**config.mk**
```make
export PLATFORM = sky130hd
export DESIGN_NAME = multicycle_control
export DESIGN_NICKNAME = d
export VERILOG_FILES = /design/src/rtl/multicycle_control.sv
export SDC_FILE = /design/constraint.sdc
export NUM_CORES = 1
export LEC_CHECK = 0
export CAP_MARGIN = 15
export CORE_MARGIN = 2
export CORE_UTILIZATION = 51
export CTS_CLUSTER_DIAMETER = 200
export CTS_CLUSTER_SIZE = 20
export DETAILED_ROUTE_END_ITERATION = 7
export GPL_TIMING_DRIVEN = 0
export HOLD_SLACK_MARGIN = 0.15
export PLACE_DENSITY = 0.9
export SYNTH_ARGS = -nofsm -noshare
export SYNTH_HDL_FRONTEND = slang
export SYNTH_SLANG_ARGS = --single-unit
```
**constraint.sdc**
```tcl
create_clock -name clk -period 3.6 [get_ports clk]
set_input_delay 0.72 -clock clk [delete_from_list [all_inputs] [get_ports clk]]
set_output_delay 0.72 -clock clk [all_outputs]
set_load 0.005 [all_outputs]
```
**src/rtl/multicycle_control.sv**
```systemverilog
// Multi-cycle sequencing controller for the MIPS datapath.
// Steps each instruction through fetch, decode, execute, memory and write-back.
// Control outputs are decoded from the current state, and three of them also
// depend on mem_ready. Memory steps wait on the mem_ready handshake.
// Reset is synchronous and active-high. While rst is high, every output is 0.
module multicycle_control (
  input  logic        clk,
  input  logic        rst,
  input  logic [5:0]  instr_op,
  input  logic        mem_ready,
  input  logic        zero,
  output logic        pc_write,
  output logic        pc_write_cond,
  output logic        i_or_d,
  output logic        mem_read,
  output logic        mem_write,
  output logic        ir_write,
  output logic        mem_to_reg,
  output logic        reg_dst,
  output logic        reg_write,
  output logic        alu_src_a,
  output logic [1:0]  alu_src_b,
  output logic [1:0]  alu_op,
  output logic [1:0]  pc_source,
  output logic        instr_done,
  output logic        illegal_op,
  output logic [3:0]  state,
  output logic [31:0] retired_count
);

  typedef enum logic [3:0] {
    S_FETCH   = 4'd0,
    S_DECODE  = 4'd1,
    S_MEM_ADDR = 4'd2,
    S_MEM_RD  = 4'd3,
    S_MEM_WB  = 4'd4,
    S_MEM_WR  = 4'd5,
    S_R_EX    = 4'd6,
    S_R_WB    = 4'd7,
    S_BRANCH  = 4'd8,
    S_JUMP    = 4'd9,
    S_ADDI_EX = 4'd10,
    S_ADDI_WB = 4'd11
  } state_t;

  localparam logic [5:0] OP_RTYPE = 6'b000000;
  localparam logic [5:0] OP_LW    = 6'b100011;
  localparam logic [5:0] OP_SW    = 6'b101011;
  localparam logic [5:0] OP_BEQ   = 6'b000100;
  localparam logic [5:0] OP_J     = 6'b000010;
  localparam logic [5:0] OP_ADDI  = 6'b001000;

  state_t      state_r;
  state_t      next_state_s;
  logic [5:0]  op_r;
  logic [31:0] retired_count_r;

  // The zero flag steers only the datapath's branch gating and is not needed here.
  logic unused_s;
  assign unused_s = zero;

  // State register, opcode latched in DECODE, and the retirement counter.
  always_ff @(posedge clk) begin
    if (rst) begin
      state_r         <= S_FETCH;
      op_r            <= 6'b000000;
      retired_count_r <= 32'd0;
    end else begin
      state_r <= next_state_s;
      if (state_r == S_DECODE) begin
        op_r <= instr_op;
      end else begin
        op_r <= op_r;
      end
      if (instr_done) begin
        retired_count_r <= retired_count_r + 32'd1;
      end else begin
        retired_count_r <= retired_count_r;
      end
    end
  end

  // Next-state selection and output decode. While rst is high, every output stays 0.
  always_comb begin
    next_state_s  = state_r;
    pc_write      = 1'b0;
    pc_write_cond = 1'b0;
    i_or_d        = 1'b0;
    mem_read      = 1'b0;
    mem_write     = 1'b0;
    ir_write      = 1'b0;
    mem_to_reg    = 1'b0;
    reg_dst       = 1'b0;
    reg_write     = 1'b0;
    alu_src_a     = 1'b0;
    alu_src_b     = 2'b00;
    alu_op        = 2'b00;
    pc_source     = 2'b00;
    instr_done    = 1'b0;
    illegal_op    = 1'b0;
    state         = 4'd0;
    retired_count = 32'd0;
    if (rst) begin
      next_state_s = S_FETCH;
    end else begin
      state         = state_r;
      retired_count = retired_count_r;
      case (state_r)
        S_FETCH: begin
          mem_read  = 1'b1;
          alu_src_b = 2'b01;
          ir_write  = mem_ready;
          pc_write  = mem_ready;
          if (mem_ready) begin
            next_state_s = S_DECODE;
          end else begin
            next_state_s = S_FETCH;
          end
        end
        S_DECODE: begin
          alu_src_b = 2'b11;
          case (instr_op)
            OP_LW, OP_SW: next_state_s = S_MEM_ADDR;
            OP_RTYPE:     next_state_s = S_R_EX;
            OP_BEQ:       next_state_s = S_BRANCH;
            OP_J:         next_state_s = S_JUMP;
            OP_ADDI:      next_state_s = S_ADDI_EX;
            default: begin
              // An unsupported opcode retires here, in DECODE.
              illegal_op   = 1'b1;
              instr_done   = 1'b1;
              next_state_s = S_FETCH;
            end
          endcase
        end
        S_MEM_ADDR: begin
          alu_src_a = 1'b1;
          alu_src_b = 2'b10;
          if (op_r == OP_LW) begin
            next_state_s = S_MEM_RD;
          end else begin
            next_state_s = S_MEM_WR;
          end
        end
        S_MEM_RD: begin
          mem_read = 1'b1;
          i_or_d   = 1'b1;
          if (mem_ready) begin
            next_state_s = S_MEM_WB;
          end else begin
            next_state_s = S_MEM_RD;
          end
        end
        S_MEM_WB: begin
          reg_write    = 1'b1;
          mem_to_reg   = 1'b1;
          instr_done   = 1'b1;
          next_state_s = S_FETCH;
        end
        S_MEM_WR: begin
          mem_write  = 1'b1;
          i_or_d     = 1'b1;
          instr_done = mem_ready;
          if (mem_ready) begin
            next_state_s = S_FETCH;
          end else begin
            next_state_s = S_MEM_WR;
          end
        end
        S_R_EX: begin
          alu_src_a    = 1'b1;
          alu_op       = 2'b10;
          next_state_s = S_R_WB;
        end
        S_R_WB: begin
          reg_write    = 1'b1;
          reg_dst      = 1'b1;
          instr_done   = 1'b1;
          next_state_s = S_FETCH;
        end
        S_BRANCH: begin
          alu_src_a     = 1'b1;
          alu_op        = 2'b01;
          pc_write_cond = 1'b1;
          pc_source     = 2'b01;
          instr_done    = 1'b1;
          next_state_s  = S_FETCH;
        end
        S_JUMP: begin
          pc_write     = 1'b1;
          pc_source    = 2'b10;
          instr_done   = 1'b1;
          next_state_s = S_FETCH;
        end
        S_ADDI_EX: begin
          alu_src_a    = 1'b1;
          alu_src_b    = 2'b10;
          next_state_s = S_ADDI_WB;
        end
        S_ADDI_WB: begin
          reg_write    = 1'b1;
          instr_done   = 1'b1;
          next_state_s = S_FETCH;
        end
        default: begin
          next_state_s = S_FETCH;
        end
      endcase
    end
  end

endmodule

```
# [Yosys cells after proc, flatten, opt, wreduce, memory -nomap -nowiden]
# Index checks and enable logic that the tools add are counted.
# W data, S select, Z words.
[classes] n_eq_ne=17 addsub=1 n_reduce_logical=10 mux=39
[ops] operator="$add A32 B1 Y32 const B" count=1
[ops] operator="$mux W32" count=1
[ops] operator="$pmux W4 S7" count=1
[ops] operator="$mux W1" count=24
[ops] operator="$pmux W4 S5" count=1
[ops] operator="$eq A6 B6 Y1 const B" count=3
[ops] operator="$eq A4 B3 Y1 const B" count=4
[ops] operator="$eq A4 B4 Y1 const B" count=4
[ops] operator="$mux W3" count=3
[ops] operator="$eq A4 B2 Y1 const B" count=2
[ops] operator="$pmux W2 S2" count=2
[ops] operator="$reduce_or A2 Y1" count=4
[ops] operator="$eq A6 B2 Y1 const B" count=1
[ops] operator="$eq A6 B3 Y1 const B" count=1
[ops] operator="$eq A6 B4 Y1 const B" count=1
[ops] operator="$logic_not A6 Y1" count=1
[ops] operator="$mux W2" count=3
[ops] operator="$pmux W2 S3" count=1
[ops] operator="$reduce_or A6 Y1" count=1
[ops] operator="$reduce_or A5 Y1" count=1
[ops] operator="$eq A4 B1 Y1 const B" count=1
[ops] operator="$logic_not A4 Y1" count=1
[ops] operator="$mux W4" count=1
[ops] operator="$reduce_or A4 Y1" count=1
[ops] operator="3 further kinds" count=3
[totals] output_inout_bits=54 register_bits=42

# [Longest topological paths before layout]
[depth] depth_word=5 mapped_depth=8 ltp_nobuf=5

# [Worst setup path after synthesis]
# OpenSTA, ideal clock, no wires.
[synth_path] kind="input -> output" from="input port instr_op[1]" to="output port instr_done" setup_slack_ns=0.778 arrival_time_ns=2.102 path_stages=6 path_cell_list="clkbuf_1 maj3_1 o211a_1 nor3_2 buf_2 nor2_1"
[synth_via] elab_chain_len=5 word_cells_on_any_way=10
[synth_rtl] element="start: declaration" line="9" text="input logic [5:0] instr_op,"
[synth_rtl] element="$eq A6 B4 Y1, or another cell as far along" line="122" text="case (instr_op)"
[synth_rtl] element="$reduce_or A6 Y1 (no line) (*)"
[synth_rtl] element="$mux W1 (*)" line="122"
[synth_rtl] element="$pmux W1 S3 (*)" line="108" text="case (state_r)"
[synth_rtl] element="$mux W1 (*)" line="103" text="if (rst) begin"
[synth_rtl] element="end: declaration" line="25" text="output logic instr_done,"
# Every way passes the cells marked *; elsewhere a longest branch is shown, timed or not.

# [Final worst setup path]
[layout_path] from="input port instr_op[3]" to="output port instr_done"
# Same word-level chain as after synthesis.

==> impl_summary.log <==
INFO  metric setup-violations-final = 0
INFO  metric wl_per_cell = 15.7 um
INFO  metric syn-num-nets = 360
INFO  metric post-route-period-util = 97.7%
INFO  metric crit_slowest_cell = sky130_fd_sc_hd__clkdlybuf4s50_1
INFO  metric worstHoldPathCells = 2
INFO  metric finalWorstSetupSlack = 0.0839 ns
INFO  metric crit_end = instr_done
INFO  metric layout-area-overhead-vs-synth = 31.5%
INFO  metric pwr_density_cell = 282 nW/um2
INFO  metric final.setup_skew = 0.00825 ns
INFO  metric cts_buffer_depth = 2
INFO  metric r2r_slack = 1.02 ns
INFO  metric placed_cell_area = 3360 um2
INFO  metric finish.utilization = 68.8%
INFO  metric tritoncts.num_buffers = 5
INFO  metric synth.yosys.seq_area_share = 31.6%
INFO  metric adder_cell_share_of_the_synthesized_area = 0.847%
INFO  metric post_synth_and_or_nand_nor_area_fraction = 39.6%
INFO  metric ys_ff_latch = 42
INFO  metric critical_path_buf_inv_count = 3
INFO  metric num_vias = 2923
INFO  metric pre_cts_slack = -0.443 ns
INFO  metric critPathMostFrequentCell = sky130_fd_sc_hd__clkdlybuf4s50_1
INFO  metric track_usage = 26.2%
INFO  metric total_iterations_of_the_first_detailed_routing_run = 7
INFO  metric via_per_inst = 6.00
INFO  metric synth_compound_area_share = 15.9%
INFO  metric yosys.area.top_type = sky130_fd_sc_hd__dfxtp_1
INFO  metric cp-startpoint = instr_op[3]
INFO  metric postRouteAntennaNets = 0
INFO  metric die_area = 5800 um2
INFO  metric initial_utilization = 52.4%
INFO  metric post-synth-top-area-fraction = 31.6%
INFO  metric post_route_cells_drive_above_1_share = 9.35%
INFO  metric reg2regPathDepth = 6
INFO  metric grt_first_pass_wirelength = 12400 um
INFO  metric timing.critical_path.depth = 7
INFO  metric die_y = 76.2 um
INFO  metric yosys_most_used_dff = sky130_fd_sc_hd__dfxtp_1
INFO  metric layout.filler_cells = 435
INFO  metric layout_min_cycle_time = 3.52 ns
INFO  metric number_of_port_buffers = 61
INFO  metric crit_path_max_incr_delay = 0.49 ns
INFO  metric worstPathCellList = clkdlybuf4s50_1 > maj3_1 > o211a_1 > nor3_4 > buf_6 > nor2_1 > clkdlybuf4s50_1
INFO  metric gr-total-overflow = 0
INFO  metric synth.mux.area_fraction = 4.52%
INFO  metric vdd.ir_drop.worst = 0.243 mV
INFO  metric antenna_cells = 0
INFO  metric slew_violations = 0
INFO  metric post_cts_hold_buffer_count = 0
INFO  metric io-pin-count = 64
INFO  metric core_area = 5070 um2
INFO  metric mappedNetlistArea = 2660 um2
INFO  metric die_w = 76.2 um
INFO  metric placement_rows = 26
INFO  metric number_of_synthesized_flops_with_an_enable_pin = 0
INFO  metric cp_data_required_time = 2.88 ns
INFO  metric slew_at_the_pin_closest_to_its_max_slew_limit = 0.881 ns
INFO  metric asyncSetResetFlopFracSynth = 0%
INFO  metric clockRootBuffer = sky130_fd_sc_hd__clkbuf_8
INFO  metric clock-sinks = 42
INFO  metric grt_max_degree = 20
INFO  metric place.detailed.hpwl = 5480 um
INFO  metric routed_wirelength = 7650 um
INFO  metric synthesis.area_per_instance = 7.61 um2
INFO  metric combinational_family_with_the_most_area_after_synthesis = simple AND/OR/NAND/NOR gates
INFO  metric data_arrival_time_of_the_worst_path = 2.80 ns
INFO  metric netlist_instances = 349
INFO  metric run_status = complete, no violations
INFO  metric post-place-cells = 480
INFO  metric fmax = 0.284 GHz
INFO  metric first_global_vias = 2630
INFO  metric timing.rr.end = retired_count_r[22]
INFO  metric clkTransAtPathRegs = 0.08 ns
INFO  metric gp_congestion = 0.921
INFO  metric worst_skew_late_latency = 0.31 ns
INFO  metric r2r-start = state_r[2]
INFO  metric area.sequential = 841 um2
INFO  metric critical_path.endpoint_type = output port
INFO  metric synth_commonest_cells = 42 x sky130_fd_sc_hd__dfxtp_1, 33 x sky130_fd_sc_hd__nand2_1, 33 x sky130_fd_sc_hd__nor2_1, 33 x sky130_fd_sc_hd__nor2b_1, 27 x sky130_fd_sc_hd__a21oi_1
INFO  metric relSlewSlack = 40.8%
INFO  metric timing.final.hold_violations = 0
INFO  metric multi_input_comb_area = 1690 um2
INFO  metric first_iter_violations = 189
INFO  metric synth.most_common_cell = sky130_fd_sc_hd__dfxtp_1
INFO  metric cp_top_family = buffers and inverters
INFO  metric post_synth_num_cell_types = 52
INFO  metric crit_path_start_kind = primary input
INFO  metric final_cells = 487
INFO  metric cts_max_level = 2
INFO  metric nets = 428
INFO  metric cts_tree = yes
INFO  metric drc_errors = 0
INFO  metric holdWs = 0.463 ns
INFO  metric antenna_violations_before_repair = 0
INFO  metric max_cap_violations = 0
INFO  metric synth_xor_area_share = 2.31%
INFO  metric final_area = 3490 um2
INFO  metric rsz0062_at_grt = no
INFO  metric crit_fanout = 10
INFO  metric p_leak = 1.19 nW
INFO  metric timing.hold.worst.class = flip-flop to flip-flop
INFO  metric path_class = primary input to output port
INFO  metric top_cells_by_area_synth = sky130_fd_sc_hd__dfxtp_1 32%, sky130_fd_sc_hd__nor2b_1 7.8%, sky130_fd_sc_hd__a21oi_1 5.1%
INFO  metric yosys_warnings = 0
==> state kept, by name (all words and copies together) (netlist names) <==
signal           flops
state_r              4
op_r                 6
retired_count_r     32
==> final cells by class <==
class | count | area share, %
flip-flops and latches | 42 | 24.1
multi-input cells | 274 | 48.2
plain buffers | 24 | 3.33
clock buffers | 6 | 2.36
well taps | 70 | 2.51
clock inverters | 1 | 0.860
inverters | 8 | 0.860
repair buffers | 62 | 17.8
==> timing repair <==
action,CTS,global route
setup endpoints to repair,7,19
pin swaps,1,1
setup buffers,1,0
gates resized for setup,5,5
==> worst reg2reg max path: stages, from the launching register on <==
cell                       delay [ns]
sky130_fd_sc_hd__dfxtp_1         0.33
sky130_fd_sc_hd__clkbuf_1        0.25
sky130_fd_sc_hd__nor4b_4         0.47
sky130_fd_sc_hd__o211ai_1        0.33
sky130_fd_sc_hd__a311o_1         0.56
sky130_fd_sc_hd__or4_1           0.44
sky130_fd_sc_hd__a21oi_1         0.14
==> worst min path at each step <==
stage          startpoint       to  slack, ns
2_1_floorplan     op_r[5]  op_r[5]       0.43
3_3_place_gp      op_r[5]  op_r[5]       0.44
3_5_place_dp      op_r[3]  op_r[3]       0.45
4_1_cts           op_r[3]  op_r[3]       0.46
5_1_grt           op_r[3]  op_r[3]       0.48
6_report          op_r[3]  op_r[3]       0.46
==> cell families (layout without fill, tap and decap cells) <==
logic type	Yosys count	after routing
AND/OR/NAND/NOR	187	187
AO/OA/AOI/OAI	67	67
buffers and inverters	33	101
adder cells (fa/ha/maj)	2	2
XOR/XNOR	7	7
flip-flops	42	42
multiplexers	11	11
==> cell usage in the layout (no fill, tap or decap), types with 11 or more instances in the layout <==
cell,Yosys,routed
sky130_fd_sc_hd__o21ai_0,11,11
sky130_fd_sc_hd__nor2b_1,33,33
sky130_fd_sc_hd__clkdlybuf4s50_1,0,60
sky130_fd_sc_hd__dfxtp_1,42,42
sky130_fd_sc_hd__nand3_1,11,11
sky130_fd_sc_hd__a21oi_1,27,27
sky130_fd_sc_hd__nor2_1,33,33
sky130_fd_sc_hd__nand2_1,33,33
==> where the power goes <==
group	switching (mW)	leakage (nW)	internal, mW
Sequential	0.00854	0.339	0.471
Clock	0.170	0.0573	0.222
Combinational	0.0650	0.790	0.0476
Total	0.243	1.19	0.740
==> per-stage QoR <==
step | power, mW | setup TNS (ns)
after floorplan | 0.549 | 0
after global placement | 0.592 | -2.17
after detailed placement | 0.595 | -2.39
after CTS | 0.982 | 0
after global routing | 1.01 | 0
final | 0.983 | 0
==> layer usage <==
layer | routed length, um | global-route usage [%] | vias up
li1 | - | - | 1394
met4 | 213 | 10.2 | 0
met1 | 3080 | 31.8 | 1355
met3 | 572 | 5.21 | 23
met2 | 3780 | 45.8 | 151
met5 | 0 | 0 | -
No activity file was read; power rests on OpenSTA's default activity.
